$ cat config.mk
export PLATFORM = sky130hd
export DESIGN_NAME = frame_tx_reader
export DESIGN_NICKNAME = d
export VERILOG_FILES = /design/src/rtl/frame_tx_pkg.sv /design/src/rtl/frame_tx_skid.sv /design/src/rtl/frame_tx_reader.sv
export SDC_FILE = /design/constraint.sdc
export NUM_CORES = 1
export LEC_CHECK = 0
export BUFFER_PORTS_ARGS = -buffer_cell sky130_fd_sc_hd__buf_2
export CAP_MARGIN = 25
export CORE_UTILIZATION = 35
export CTS_BUF_LIST = sky130_fd_sc_hd__clkbuf_16
export CTS_CLUSTER_SIZE = 8
export DETAILED_ROUTE_END_ITERATION = 12
export MAX_ROUTING_LAYER = met4
export SYNTH_ARGS = -nofsm -noshare
export SYNTH_HDL_FRONTEND = slang
export SYNTH_HIERARCHICAL = 1
export SYNTH_SLANG_ARGS = --single-unit
$ cat constraint.sdc
create_clock -name clk -period 2.5 [get_ports clk]
set_clock_uncertainty 0.15 [all_clocks]
set_input_delay 0.5 -clock clk [delete_from_list [all_inputs] [get_ports clk]]
set_output_delay 0.5 -clock clk [all_outputs]
set_load 0.02 [all_outputs]
$ cat src/rtl/frame_tx_pkg.sv
// Shared types and constants for the frame transmit reader.
package frame_tx_pkg;
  localparam int IFG_DEFAULT = 12;

  typedef enum logic [1:0] {IDLE, SEND, GAP} tx_state_e;

  typedef struct packed {
    logic [7:0] data;
    logic       eod;
  } buf_entry_t;
endpackage

$ cat src/rtl/frame_tx_skid.sv
// Two-entry {data, eod} prefetch buffer between the packet FIFO and the TX handshake.
module frame_tx_skid
  import frame_tx_pkg::*;
(
  input  logic       clk,
  input  logic       rst_n,
  input  logic       push_i,
  input  logic [7:0] data_i,
  input  logic       eod_i,
  input  logic       pop_i,
  output logic [1:0] occ_o,
  output logic [7:0] head_data_o,
  output logic       head_eod_o
);
  buf_entry_t ent0_q, ent0_d, ent1_q, ent1_d, new_e;
  logic [1:0] occ_q, occ_d;

  assign new_e = {data_i, eod_i};

  // ent0 is always the head; a pop shifts ent1 forward.
  always_comb begin
    ent0_d = ent0_q;
    ent1_d = ent1_q;
    occ_d  = occ_q;
    case ({push_i, pop_i})
      2'b10: begin
        if (occ_q == 2'd0) ent0_d = new_e;
        else               ent1_d = new_e;
        occ_d = occ_q + 2'd1;
      end
      2'b01: begin
        ent0_d = ent1_q;
        occ_d  = occ_q - 2'd1;
      end
      2'b11: begin
        if (occ_q == 2'd2) begin
          ent0_d = ent1_q;
          ent1_d = new_e;
        end else begin
          ent0_d = new_e;
        end
      end
      default: ;
    endcase
  end

  always_ff @(posedge clk or negedge rst_n) begin
    if (!rst_n) begin
      ent0_q <= '0;
      ent1_q <= '0;
      occ_q  <= 2'd0;
    end else begin
      ent0_q <= ent0_d;
      ent1_q <= ent1_d;
      occ_q  <= occ_d;
    end
  end

  assign occ_o       = occ_q;
  assign head_data_o = ent0_q.data;
  assign head_eod_o  = ent0_q.eod;
endmodule

$ cat src/rtl/frame_tx_reader.sv
// Drains committed frames from the packet FIFO to the TX MAC with an inter-frame gap.
// Define FRAME_TX_STATS_EN to add tx_frame_total / tx_byte_total counters.
module frame_tx_reader
  import frame_tx_pkg::*;
#(
  parameter int IFG_CYCLES  = IFG_DEFAULT,
  parameter int FRAME_CNT_W = 6
) (
  input  logic        clk,
  input  logic        rst_n,
  input  logic [7:0]  fifo_do,
  input  logic        fifo_eod,
  input  logic        fifo_empty,
  output logic        fifo_re,
  input  logic        frame_push,
  output logic [7:0]  tx_data,
  output logic        tx_valid,
  output logic        tx_last,
  input  logic        tx_ready,
  output logic        cnt_ovf,
  output logic        underrun
`ifdef FRAME_TX_STATS_EN
  ,
  output logic [31:0] tx_frame_total,
  output logic [31:0] tx_byte_total
`endif
);
  localparam int GW = (IFG_CYCLES > 1) ? $clog2(IFG_CYCLES) : 1;
  localparam logic [FRAME_CNT_W-1:0] CNT_MAX = '1;

  tx_state_e              state_q, state_d;
  logic [FRAME_CNT_W-1:0] frame_cnt_q, frame_cnt_d;
  logic [GW-1:0]          gap_q, gap_d;
  logic                   inflight_q, tx_valid_q, tx_valid_d;
  logic                   cnt_ovf_q, cnt_ovf_d, underrun_q, underrun_d;
  logic [1:0]             occ, occ_nxt;
  logic [7:0]             head_data;
  logic                   head_eod, pop, frame_done, cnt_nz;

  assign pop        = tx_valid_q & tx_ready;
  assign frame_done = pop & head_eod;
  assign cnt_nz     = (frame_cnt_q != '0);
  assign occ_nxt    = occ + {1'b0, inflight_q} - {1'b0, pop};
  // Gated by rst_n so the FIFO is not read while this block is held in reset.
  assign fifo_re    = rst_n & ~fifo_empty &
                      (({1'b0, occ} + {2'b0, inflight_q}) < (3'd2 + {2'b0, pop}));

  frame_tx_skid u_skid (
    .clk        (clk),
    .rst_n      (rst_n),
    .push_i     (inflight_q),
    .data_i     (fifo_do),
    .eod_i      (fifo_eod),
    .pop_i      (pop),
    .occ_o      (occ),
    .head_data_o(head_data),
    .head_eod_o (head_eod)
  );

  always_comb begin
    frame_cnt_d = frame_cnt_q;
    cnt_ovf_d   = cnt_ovf_q;
    if (frame_push && !frame_done) begin
      if (frame_cnt_q == CNT_MAX) cnt_ovf_d = 1'b1;
      else                        frame_cnt_d = frame_cnt_q + FRAME_CNT_W'(1);
    end else if (frame_done && !frame_push) begin
      frame_cnt_d = frame_cnt_q - FRAME_CNT_W'(1);
    end
  end

  // Start decisions look at next-cycle occupancy so the first byte is presented
  // the cycle after it lands in the buffer.
  always_comb begin
    state_d    = state_q;
    gap_d      = gap_q;
    underrun_d = underrun_q;
    case (state_q)
      IDLE: if (cnt_nz && occ_nxt != 2'd0) state_d = SEND;
      SEND: begin
        if (occ == 2'd0) underrun_d = 1'b1;
        if (frame_done) begin
          if (IFG_CYCLES > 0) begin
            state_d = GAP;
            gap_d   = GW'(IFG_CYCLES - 1);
          end else begin
            state_d = (frame_cnt_q > FRAME_CNT_W'(1) && occ_nxt != 2'd0) ? SEND : IDLE;
          end
        end
      end
      GAP: begin
        if (gap_q != '0) gap_d = gap_q - GW'(1);
        else state_d = (cnt_nz && occ_nxt != 2'd0) ? SEND : IDLE;
      end
      default: state_d = IDLE;
    endcase
  end

  assign tx_valid_d = (state_d == SEND) && (occ_nxt != 2'd0);

  always_ff @(posedge clk or negedge rst_n) begin
    if (!rst_n) begin
      state_q     <= IDLE;
      frame_cnt_q <= '0;
      gap_q       <= '0;
      inflight_q  <= 1'b0;
      tx_valid_q  <= 1'b0;
      cnt_ovf_q   <= 1'b0;
      underrun_q  <= 1'b0;
    end else begin
      state_q     <= state_d;
      frame_cnt_q <= frame_cnt_d;
      gap_q       <= gap_d;
      inflight_q  <= fifo_re;
      tx_valid_q  <= tx_valid_d;
      cnt_ovf_q   <= cnt_ovf_d;
      underrun_q  <= underrun_d;
    end
  end

  assign tx_valid = tx_valid_q;
  assign tx_data  = head_data;
  assign tx_last  = head_eod;
  assign cnt_ovf  = cnt_ovf_q;
  assign underrun = underrun_q;

`ifdef FRAME_TX_STATS_EN
  logic [31:0] frame_total_q, byte_total_q;

  always_ff @(posedge clk or negedge rst_n) begin
    if (!rst_n) begin
      frame_total_q <= '0;
      byte_total_q  <= '0;
    end else begin
      if (pop)        byte_total_q  <= byte_total_q + 32'd1;
      if (frame_done) frame_total_q <= frame_total_q + 32'd1;
    end
  end

  assign tx_frame_total = frame_total_q;
  assign tx_byte_total  = byte_total_q;
`endif
endmodule
==> results.py, run 1 <==
metrics = {
    "critical_path": {
        "rr_worst_depth": 7,
        "path_buf_inv": 1,
        "reg2reg_setup_slack_ns": 0.39,
        "slowest_delay_ns": 0.44,
        "required_ns": 1.85,
        "path_cells": "ha_1 > ha_1 > o21ai_0 > and3_1 > buf_2",
        "cpMostUsedCell": "ha_1",
        "reg2reg_from": "tx_valid",
        "reg2reg_to": "frame_cnt_q[5]",
        "cp-end-kind": "output port",
        "crit_fanout": 5,
        "crit_cells": 5,
        "critPathLaunchType": "flip-flop",
        "critPathArrivalTime_ns": 1.61,
        "crit_family": "adder cells",
        "critPathKind": "reg -> out",
        "slowest_stage": "dfrtp_1",
    },
    "yosys": {
        "avgSynthCellArea_um2": 10.6,
        "synth_area_leaders": "dfrtp_1, ha_1, mux2_2",
        "synth_top_cell_by_area": "dfrtp_1",
        "netlist.area_leader.share": 0.458,
        "ys_seq_area_frac": 0.458,
        "syn_nets": 213,
        "synth.distinct_cells": 47,
        "synth_warnings": 6,
        "synthesis.area_mm2": 0.00197,
        "synthCells": 186,
        "ys_ff_latch": 36,
    },
    "clocking": {
        "htreeDepth": 2,
        "clock_tree.root_cell": "clkbuf_16",
        "postCtsSetupBuffers": 0,
        "cts-hold-fix-buffers": 0,
        "cts_buffers": 5,
        "clock_latency_ns": 0.28,
        "cts_tree": "yes",
        "clk_pin_slew_worst_paths_ns": 0.05,
        "cts_resized": 0,
        "clock_sinks": 36,
        "clockBufferDepth": 2,
    },
    "pwr": {
        "vdd_drop_max_mv": 0.527,
        "sequentialPowerShare": 0.355,
        "powerDensity_mw_per_mm2": 1310,
        "switching_power_mw": 1.21,
        "p_int_mw": 1.87,
        "leakage_nw": 1.05,
        "p_sw_frac": 0.393,
        "clkPwrFrac": 0.195,
        "comb_power_share": 0.450,
    },
    "min_path": {
        "min_path_type": "in -> async",
    },
    "routing": {
        "drtPass1Iterations": 4,
        "dr_total_vias": 1545,
        "drt_wl_total_um": 4170,
        "drt_iter0_drc": 57,
        "wl_per_cell_um": 14.3,
        "ant_nets": 0,
        "via_per_inst": 5.29,
        "drc": 0,
    },
    "global_routing": {
        "globalRouteOverflowTotal": 0,
        "antenna_found_initial": 0,
        "grt_pass1_wl_um": 7170,
        "grtUsageTotal": 0.159,
        "grt_max_degree": 37,
        "grt_pass1_vias": 1519,
    },
    "sta": {
        "timing.setup.tns_ns": 0,
        "min_period_ns": 2.26,
        "grt_setup_unrepaired": "false",
        "tightest_slew_ns": 0.457,
        "setup_viol": 0,
        "finalHoldViolations": 0,
        "fmax_mhz": 442,
        "period_share": 0.906,
        "hold_ws_ns": 0.132,
        "slew_violations": 0,
        "slew-limit-headroom": 0.695,
    },
    "floorplan": {
        "num_rows": 26,
        "coreArea_mm2": 0.00527,
        "io_pins": 27,
        "fp.dieH_um": 76.9,
        "die_w_um": 76.9,
        "start_util": 0.373,
        "die_area_mm2": 0.00592,
    },
    "layout": {
        "drive_above_1_share": 0.288,
        "syn2layout_area_growth_pct": 19.9,
        "antenna_cells": 0,
        "fin_nets": 248,
        "final_cell_mix": "dfrtp_1, buf_2, o21ai_0",
        "final_common_cell": "dfrtp_1",
    },
    "flow_run": {
        "drv_cap": 0,
    },
    "placed_design": {
        "portBuffers": 26,
        "hpwl_um": 2900,
        "place_congestion": 0.794,
    },
    "status": {
        "status": "finished clean",
    },
}
[cell type report]
class / instances / area [um2]
fill: 511 / 2910
timing repair buffer: 33 / 183
clock buffer: 5 / 125
inverter: 8 / 30.0
tap: 70 / 87.6
multi-input combinational: 137 / 1010
sequential: 36 / 901
clock inverter: 3 / 18.8
[kinds of logic after synthesis]
group | synth area share
buf+inv | 0.0274
flops | 0.458
xor+xnor | 0.0446
simple gates | 0.141
compound gates | 0.168
fa+ha+maj | 0.0866
mux | 0.0745
[per-stage QoR]
step / area (um2) / utilization / setup slack, ns / cells / total power [mW]
6_report: 2360 / 0.447 / 0.235 / 292 / 3.08
2_1_floorplan: 1970 / - / 0.370 / 186 / 2.11
5_1_grt: 2360 / 0.447 / 0.165 / 292 / 3.33
4_1_cts: 2360 / 0.447 / 0.212 / 292 / 3.12
3_5_place_dp: 2210 / 0.420 / 0.169 / 284 / 2.49
3_3_place_gp: 2210 / 0.420 / 0.224 / 284 / 2.46
[power by group through the flow]
stage / clock network (mW) / logic [mW] / registers [mW]
floorplan: 0 / 0.954 / 1.15
global placement: 0 / 1.36 / 1.10
detailed placement: 0 / 1.39 / 1.10
CTS: 0.621 / 1.40 / 1.10
global route: 0.646 / 1.54 / 1.14
finish: 0.601 / 1.39 / 1.09
[Yosys cell counts, drive strengths merged]
| master | instances |
|---|---|
| nor3b | 2 |
| or3 | 2 |
| nand3b | 3 |
| a31oi | 9 |
| and3 | 1 |
| clkinv | 1 |
| nand3 | 10 |
| o22ai | 1 |
| or2 | 2 |
| nor3 | 1 |
| nor2 | 7 |
| nand2b | 3 |
| o21ai | 16 |
| buf | 3 |
| a2bb2oi | 1 |
| and3b | 1 |
| a21o | 2 |
| a21oi | 13 |
| a211oi | 2 |
| xnor2 | 5 |
| mux2 | 13 |
| ha | 12 |
| inv | 7 |
| o31ai | 1 |
| o221ai | 1 |
| o21a | 1 |
| a31o | 1 |
| xor2 | 5 |
| o211ai | 1 |
| and2 | 2 |
| a22o | 1 |
| nand4 | 2 |
| nand2 | 12 |
| dfrtp | 36 |
| fa | 1 |
| nor4 | 2 |
| clkbuf | 2 |
| o311ai | 1 |
[registers in the layout, indices dropped and copies added, names as in the netlist]
| register | count |
|---|---|
| underrun | 1 |
| cnt_ovf | 1 |
| inflight_q | 1 |
| state_q | 2 |
| gap_q | 4 |
| u_skid/head_data_o | 8 |
| u_skid/head_eod_o | 1 |
| u_skid/occ_o | 2 |
| tx_valid | 1 |
| frame_cnt_q | 6 |
| u_skid/ent1_q | 9 |
[how the worst max path moves through the flow]
| stage | startpoint | to | slack (ns) |
|---|---|---|---|
| floorplan | tx_valid | frame_cnt_q[4] | 0.37 |
| global placement | tx_ready | frame_cnt_q[4] | 0.22 |
| detailed placement | tx_ready | frame_cnt_q[5] | 0.17 |
| CTS | inflight_q | fifo_re | 0.21 |
| global route | inflight_q | fifo_re | 0.16 |
| finish | inflight_q | fifo_re | 0.24 |
[layer usage]
| metal | global-route usage | up-vias | share of wire |
|---|---|---|---|
| met5 | - | - | 0 |
| met4 | 0.0596 | 0 | 0.013 |
| met3 | 0.0321 | 8 | 0.044 |
| met2 | 0.260 | 44 | 0.49 |
| met1 | 0.194 | 746 | 0.45 |
| li1 | - | 747 | - |
No activity file was read; power rests on OpenSTA's default activity.
==> run 2, diff against run 1 <==
--- a/config.mk
+++ b/config.mk
@@ -5,12 +5,12 @@
 export SDC_FILE = /design/constraint.sdc
 export NUM_CORES = 1
 export LEC_CHECK = 0
-export BUFFER_PORTS_ARGS = -buffer_cell sky130_fd_sc_hd__buf_2
 export CAP_MARGIN = 25
 export CORE_UTILIZATION = 35
 export CTS_BUF_LIST = sky130_fd_sc_hd__clkbuf_16
 export CTS_CLUSTER_SIZE = 8
 export DETAILED_ROUTE_END_ITERATION = 12
+export DONT_BUFFER_PORTS = 1
 export MAX_ROUTING_LAYER = met4
 export SYNTH_ARGS = -nofsm -noshare
 export SYNTH_HDL_FRONTEND = slang
==> results.py, run 2 (synthesis results as in run 1) <==
metrics = {
    "status": {
        "status": "finished clean",
    },
    "routing": {
        "wl_per_cell_um": 15.8,
        "via_per_inst": 5.24,
        "drt_wl_total_um": 4210,
        "wl_met2_um": 2010,
        "drtPass1Iterations": 4,
        "drc": 0,
        "top_layer_used": "met4",
        "drt_iter0_drc": 66,
        "dr_wl_met3_um": 219,
        "dr_total_vias": 1394,
        "ant_nets": 0,
        "wl_met1_um": 1900,
    },
    "pwr": {
        "vdd_drop_max_mv": 0.607,
        "p_total_mw": 3.00,
        "leakage_nw": 0.950,
        "powerDensity_mw_per_mm2": 1340,
    },
    "clocking": {
        "clock_latency_ns": 0.28,
        "cts_buffers": 5,
        "clockBufferDepth": 2,
        "cts_resized": 0,
        "htreeDepth": 2,
        "postCtsSetupBuffers": 0,
        "cts_tree": "yes",
        "clock_tree.root_cell": "clkbuf_16",
        "clk_pin_slew_worst_paths_ns": 0.06,
        "clock_sinks": 36,
    },
    "critical_path": {
        "cpMostUsedCell": "ha_1",
        "crit_family": "adder cells",
        "reg2reg_from": "tx_valid",
        "cp-end-kind": "output port",
        "crit_cells": 4,
        "critPathLaunchType": "flip-flop",
        "reg2reg_setup_slack_ns": 0.26,
        "cp-endpoint": "fifo_re",
        "critPathArrivalTime_ns": 1.60,
        "slowest_delay_ns": 0.44,
        "path_buf_inv": 0,
        "crit_start": "inflight_q",
        "crit_fanout": 5,
        "reg2reg_to": "u_skid/ent1_q[4]",
        "critPathKind": "reg -> out",
        "path_cells": "ha_1 > ha_1 > o21ai_0 > and3_1",
        "slowest_stage": "dfrtp_1",
        "rr_worst_depth": 6,
        "required_ns": 1.85,
    },
    "floorplan": {
        "io_pins": 27,
        "die_area_mm2": 0.00592,
        "num_rows": 26,
        "start_util": 0.373,
        "fp.dieH_um": 76.9,
        "die_w_um": 76.9,
        "coreArea_mm2": 0.00527,
    },
    "flow_run": {
        "drv_cap": 0,
    },
    "sta": {
        "tightest_slew_ns": 0.547,
        "setup_viol": 0,
        "slew-limit-headroom": 0.634,
        "slew_violations": 0,
        "timing.setup.tns_ns": 0,
        "period_share": 0.899,
        "finalHoldViolations": 0,
        "min_period_ns": 2.25,
        "fmax_mhz": 445,
        "grt_setup_unrepaired": "false",
    },
    "global_routing": {
        "grt_pass1_vias": 1535,
        "grtUsageTotal": 0.162,
        "globalRouteOverflowTotal": 0,
        "grt_max_degree": 37,
        "grt_pass1_wl_um": 7180,
        "antenna_found_initial": 0,
    },
    "placed_design": {
        "portBuffers": 0,
        "hpwl_um": 2820,
        "place_congestion": 0.788,
    },
    "layout": {
        "antenna_cells": 0,
        "largest_reg_flops": 9,
        "regMostFlops": "u_skid/ent1_q",
        "drive_above_1_share": 0.179,
        "syn2layout_area_growth_pct": 13.8,
        "fin_nets": 222,
        "final_common_cell": "dfrtp_1",
        "final_cell_mix": "dfrtp_1, o21ai_0, a21oi_1, mux2_2",
    },
    "min_path": {
        "min_path_type": "in -> reg",
    },
}
run 2: cell types whose count changed in the layout (fill, tap and decap cells not counted):
cell,before,now
clkinv_2,2,0
clkinvlp_4,0,1
dlygate4sd3_1,0,1
inv_1,7,8
clkinv_1,1,2
buf_12,0,1
buf_4,7,5
buf_2,26,0
clkinv_4,1,0
run 2: final cells by class:
cell class	instances	area [um2]
multi-input combinational	137	1010
inverter	8	30.0
sequential	36	901
timing repair buffer	7	67.6
fill	522	3030
clock inverter	3	15.0
tap	70	87.6
clock buffer	5	125
run 2: worst min-delay path by stage:
stage	slack [ns]	endpoint	cells past startpoint	start
final	0.21	u_skid/ent1_q[2]	1	fifo_do[1]
after global routing	0.21	u_skid/ent1_q[6]	1	fifo_do[5]
after CTS	0.21	u_skid/ent1_q[5]	1	fifo_do[4]
after detailed placement	0.06	cnt_ovf	0	rst_n
after global placement	0.06	frame_cnt_q[5]	0	rst_n
after floorplan	0.05	cnt_ovf	0	rst_n
run 2: where the power goes:
group / switching, mW / internal [mW] / total (mW)
Combinational: 0.602 / 0.578 / 1.18
Clock: 0.243 / 0.362 / 0.605
Sequential: 0.352 / 0.859 / 1.21
run 2: layer usage:
layer  global-route usage  vias to the layer above
met5                    -                        -
met4               0.0788                        0
met3               0.0452                        7
met2                0.263                       30
met1                0.184                      665
li1                     -                      692
run 2: timing repair:
action	in CTS	in global routing
endpoints found under the setup margin	0	0
hold buffers	2	0
hold endpoints to repair	36	0
run 2: per-stage QoR:
stage / hold slack (ns) / instances / setup slack (ns) / instance area [um2] / utilization
floorplan: 0.0544 / 186 / 0.370 / 1970 / -
global placement: 0.0557 / 256 / 0.272 / 2070 / 0.392
detailed placement: 0.0554 / 256 / 0.257 / 2070 / 0.392
CTS: 0.210 / 266 / 0.223 / 2240 / 0.425
global route: 0.214 / 266 / 0.0598 / 2240 / 0.425
finish: 0.215 / 266 / 0.251 / 2240 / 0.425
